==> config.mk <==
export PLATFORM = sky130hd
export DESIGN_NAME = sample_framer
export DESIGN_NICKNAME = d
export VERILOG_FILES = /design/src/rtl/sample_framer.sv
export SDC_FILE = /design/constraint.sdc
export NUM_CORES = 1
export LEC_CHECK = 0
export CORE_MARGIN = 4
export CORE_UTILIZATION = 56
export DETAILED_ROUTE_END_ITERATION = 10
export PLACE_DENSITY = 0.77
export SETUP_SLACK_MARGIN = 0.05
export SYNTH_ARGS = -nofsm -noshare
export SYNTH_HDL_FRONTEND = slang
export SYNTH_SLANG_ARGS = --single-unit
==> constraint.sdc <==
create_clock -name clk -period 3.2 [get_ports clk]
set_input_delay 0.64 -clock clk [delete_from_list [all_inputs] [get_ports clk]]
set_output_delay 0.64 -clock clk [all_outputs]
set_load 0.02 [all_outputs]
==> src/rtl/sample_framer.sv <==
// sample_framer: queues 12-bit samples with their phase bit and frames them as SYNC/B1/B2 UART bytes.
// Define FRAME_CHECKSUM_EN to append a fourth byte C = B1 ^ B2.
module sample_framer #(
  parameter int FIFO_DEPTH = 8,
  parameter logic [7:0] SYNC_BYTE = 8'hA5
) (
  input  logic        clk,
  input  logic        reset,
  input  logic [11:0] sample,
  input  logic        sample_valid,
  input  logic        phase,
  output logic [7:0]  tx_data,
  output logic        tx_start,
  input  logic        tx_busy,
  output logic [4:0]  fifo_level,
  output logic        overflow
);
  localparam int AW = $clog2(FIFO_DEPTH);
`ifdef FRAME_CHECKSUM_EN
  localparam logic [1:0] LAST = 2'd3;
`else
  localparam logic [1:0] LAST = 2'd2;
`endif
  typedef enum logic [2:0] {IDLE, LOAD, SEND, WAIT_HI, WAIT_LO} state_t;
  state_t state, state_n;
  logic [12:0] mem [FIFO_DEPTH];
  logic [AW-1:0] wr_ptr, rd_ptr;
  logic [12:0] frame;
  logic [2:0] seq;
  logic [1:0] idx, idx_n;
  logic [7:0] b1, b2, byte_n;
  logic full, empty, push, pop, adv, fin;
  assign full = fifo_level == 5'(FIFO_DEPTH);
  assign empty = fifo_level == 5'd0;
  // a full FIFO still accepts a sample when the head is popped in the same cycle
  assign push = sample_valid && (!full || pop);
  always_ff @(posedge clk)
    if (push) mem[wr_ptr] <= {phase, sample};
  always_ff @(posedge clk)
    if (reset) begin
      wr_ptr <= '0;
      rd_ptr <= '0;
      fifo_level <= '0;
      overflow <= 1'b0;
    end else begin
      if (push) wr_ptr <= wr_ptr + AW'(1);
      if (pop) rd_ptr <= rd_ptr + AW'(1);
      fifo_level <= fifo_level + 5'(push) - 5'(pop);
      if (sample_valid && !push) overflow <= 1'b1;
    end
  always_ff @(posedge clk)
    if (reset) state <= IDLE;
    else state <= state_n;
  always_comb begin
    state_n = state;
    case (state)
      IDLE:    state_n = empty ? IDLE : LOAD;
      LOAD:    state_n = SEND;
      SEND:    state_n = tx_busy ? SEND : WAIT_HI;
      WAIT_HI: state_n = tx_busy ? WAIT_LO : WAIT_HI;
      WAIT_LO: state_n = tx_busy ? WAIT_LO : (idx == LAST ? IDLE : SEND);
      default: state_n = IDLE;
    endcase
  end
  always_comb begin
    pop = state == LOAD;
    tx_start = state == SEND && !tx_busy;
    adv = state == WAIT_LO && !tx_busy && idx != LAST;
    fin = state == WAIT_LO && !tx_busy && idx == LAST;
  end
  assign b1 = {frame[12], seq, frame[11:8]};
  assign b2 = frame[7:0];
  assign idx_n = idx + 2'd1;
`ifdef FRAME_CHECKSUM_EN
  assign byte_n = idx_n == 2'd1 ? b1 : idx_n == 2'd2 ? b2 : b1 ^ b2;
`else
  assign byte_n = idx_n == 2'd1 ? b1 : b2;
`endif
  always_ff @(posedge clk)
    if (reset) begin
      frame <= '0;
      seq <= '0;
      idx <= '0;
      tx_data <= '0;
    end else if (pop) begin
      frame <= mem[rd_ptr];
      idx <= '0;
      tx_data <= SYNC_BYTE;
    end else if (adv) begin
      idx <= idx_n;
      tx_data <= byte_n;
    end else if (fin) begin
      seq <= seq + 3'd1;
    end
endmodule

==> impl_metrics.ini <==
[logic_synthesis]
synth_flop_cell = edfxtp_1
synth_largest_area_cell = edfxtp_1
syn_area_per_cell_um2 = 15.14
synth_edf_count = 104
synth.top_cell.area_share_pct = 53.44
synth_commonest_cells = edfxtp_1 (104), dfxtp_1 (41), nor2_1 (33)
yosys_warnings = 0
syn_inst = 386
syn-num-nets = 416
ys_async_sr_fraction_pct = 0
yosysSeqAreaShare_pct = 67.48
synth_cell_type_count = 46
syn-cell-area_mm2 = 0.005844
ys_ff_latch = 145
synthTopCellsByArea = edfxtp_1 (53%), dfxtp_1 (14%), mux4_2 (5.0%), mux2_2 (4.6%), ha_1 (2.6%)
synth.most_common_cell = edfxtp_1

[route]
routed_wl_um = 10920
antenna_left = 0
vias = 3266
first_iter_violations = 253
routedWlPerCell_um = 19.05
drc = 0
viasPerCell = 5.700
drtPass1Iterations = 4

[timing]
finClkSkew_ns = 0.006386
fin_crit_sh_pct = 90.21
final_hold_viol_count = 0
worst_pin_slew_ns = 0.9282
grt_setup_unrepaired = no
max_clock_freq_mhz = 346.4
slew_headroom_pct = 38.03
finalSetupTns_ns = 0
fin_crit_ns = 2.887
slew_viol_final = 0
setup_violations = 0

[final_layout]
drive_gt1_share_pct = 22.43
antennaDiodeCount = 0
synthToLayoutAreaGrowth_pct = 17.51
num-fill-cells = 690
finalNetCount = 456
regArea_mm2 = 0.003945
multi_input_area_mm2 = 0.001777

[worst_setup_path]
critPathLaunchType = flip-flop
path_common_cell = ha_1
cp.arrival_ns = 3.33
worst_path_max_delay_cell = or4b_1
crit_fanout = 4
cpPeakStageDelay_ns = 0.53
end_kind = flip-flop
path_class = flip-flop to flip-flop
crit_required_ns = 3.65
path_cells = inv_1, ha_1, or4b_1, o21ai_2, ha_1, inv_1, ha_1, fa_1, a21oi_1, nor2_1, or3_1, a21oi_1

[grt]
grt_pass1_wl_um = 17200
antenna_found_initial = 0
grt_usage_pct = 19.65
grt_pass1_vias = 3251
grt_max_degree = 34
gr-total-overflow = 0

[flow_run]
maxCapViolCount = 0

[clock_network]
root_buffer = clkbuf_8
clock_latency_ns = 0.52
ctsLongestPathBuffers = 2
hold_buffers = 0
cts_inserted_buffers = 17
cts.repair_timing.setup_buffer_count = 0
path_clk_slew_ns = 0.06
cts_sinks = 145
cts_tree = built
htree_num_levels = 4
cts_resized = 0

[floorplan]
fp.dieH_um = 110.2
fp.dieW_um = 110.2
dieArea_mm2 = 0.01214
start_util_pct = 57.12
row_count = 37
ios = 32
coreArea_mm2 = 0.01023

[power]
total_power_mw = 5.347
pwr-share-seq_pct = 45.9
power-per-cell-area_mw_per_mm2 = 778.5
combPwrFrac_pct = 20.5
ir_drop_mv = 0.3866
netSwitchingFraction_pct = 27.29
power.leakage_nw = 2.363
clockPowerShare_pct = 33.6
switchingPower_mw = 1.459
power.internal_mw = 3.888

[placed_design]
hpwl_um = 6572
gp_congestion = 0.7740
numPortBuffers = 31

[min_path]
min_path_type = flip-flop to flip-flop

[status]
status = finished clean
[power groups by stage]
stage               combinational, mW  sequential (mW)  clock [mW]
global route                     1.20             2.49        1.91
CTS                              1.10             2.45        1.83
detailed placement               1.09             2.49           0
finish                           1.10             2.45        1.80
global placement                 1.06             2.47           0
floorplan                       0.852             2.40           0
[cell families after synthesis]
group	Yosys count	synth area share (%)
DFF	145	67.48
and+or+nand+nor	87	7.343
AOI/OAI and AO/OA	52	6.722
muxes	48	11.52
buffers and inverters	32	2.676
adders and majority gates	13	2.912
xor gates and xnor gates	9	1.349
[critical path: cells and delay by family, from the launching register on]
kind | cells | cell delay, ns
and+or+nand+nor | 3 | 0.93
adders and majority gates | 4 | 0.92
AOI/OAI and AO/OA | 3 | 0.51
buffers and inverters | 2 | 0.14
DFF | 1 | 0.32
[path summary, 6_finish.rpt]
path | startpoint | end | slack, ns | cells after the start
setup reg to reg | fifo_level[2]$_SDFF_PP0_ | fifo_level[4]$_SDFF_PP0_ | 0.31 | 12
hold reg to reg | frame[4]$_SDFFE_PP0P_ | frame[4]$_SDFFE_PP0P_ | 0.47 | 2
setup / recovery | fifo_level[2]$_SDFF_PP0_ | fifo_level[4]$_SDFF_PP0_ | 0.31 | 12
hold / removal | frame[4]$_SDFFE_PP0P_ | frame[4]$_SDFFE_PP0P_ | 0.47 | 2
[registers in the layout, summed over array words and instances, names as in the netlist]
name / cells
seq: 3
wr_ptr: 3
mem: 104
fifo_level: 5
overflow: 1
frame: 13
rd_ptr: 3
state: 3
idx: 2
tx_data: 8
[area by class of cell]
| cell class | count | area share, % |
|---|---|---|
| clock inverter | 12 | 1.749 |
| sequential | 145 | 57.44 |
| inverter | 10 | 0.5465 |
| tap | 136 | 2.478 |
| timing repair buffer | 43 | 5.830 |
| clock buffer | 18 | 6.085 |
| multi-input combinational | 209 | 25.87 |
[routing by layer]
layer  up-vias  GRT usage (%)  wire [um]
met2        83          33.06       5612
met1      1630          25.11       4639
met3        10          4.950        561
met4         0          6.420        103
li1       1543              -          -
met5         -              0          0
[cell usage in the layout (no fill, tap or decap), types with 2 or more instances in the layout]
master             n
nand2_1           20
inv_1             10
nor3_1             7
nor2b_1            4
nor3_2             4
or3_1              2
ha_1              12
clkinv_4           2
clkinv_1           2
mux2_2            24
nor2_1            33
edfxtp_1         104
clkinv_2           4
mux4_2            13
nand3_1            3
buf_4             12
o22ai_1           12
o21ai_0            3
clkdlybuf4s50_1   31
a211oi_1           9
bufinv_16          2
nor4_2             2
clkbuf_16         16
dfxtp_1           40
xnor2_1            3
o31ai_2            8
mux2i_1           11
nand2b_1           3
clkinvlp_4         2
a21oi_1            8
xor2_1             6
o31ai_1            4
[per-stage QoR]
step	instance area (um2)	setup slack, ns	hold WS [ns]	utilization [%]	instances
CTS	6868	0.3200	0.4704	67.13	573
global route	6868	0.09885	0.4870	67.13	573
floorplan	5844	0.3771	0.4244	-	386
global placement	6330	0.3317	0.4445	61.87	543
detailed placement	6330	0.2818	0.4427	61.87	543
finish	6868	0.3134	0.4718	67.13	573
(Power assumes the default switching activity.)
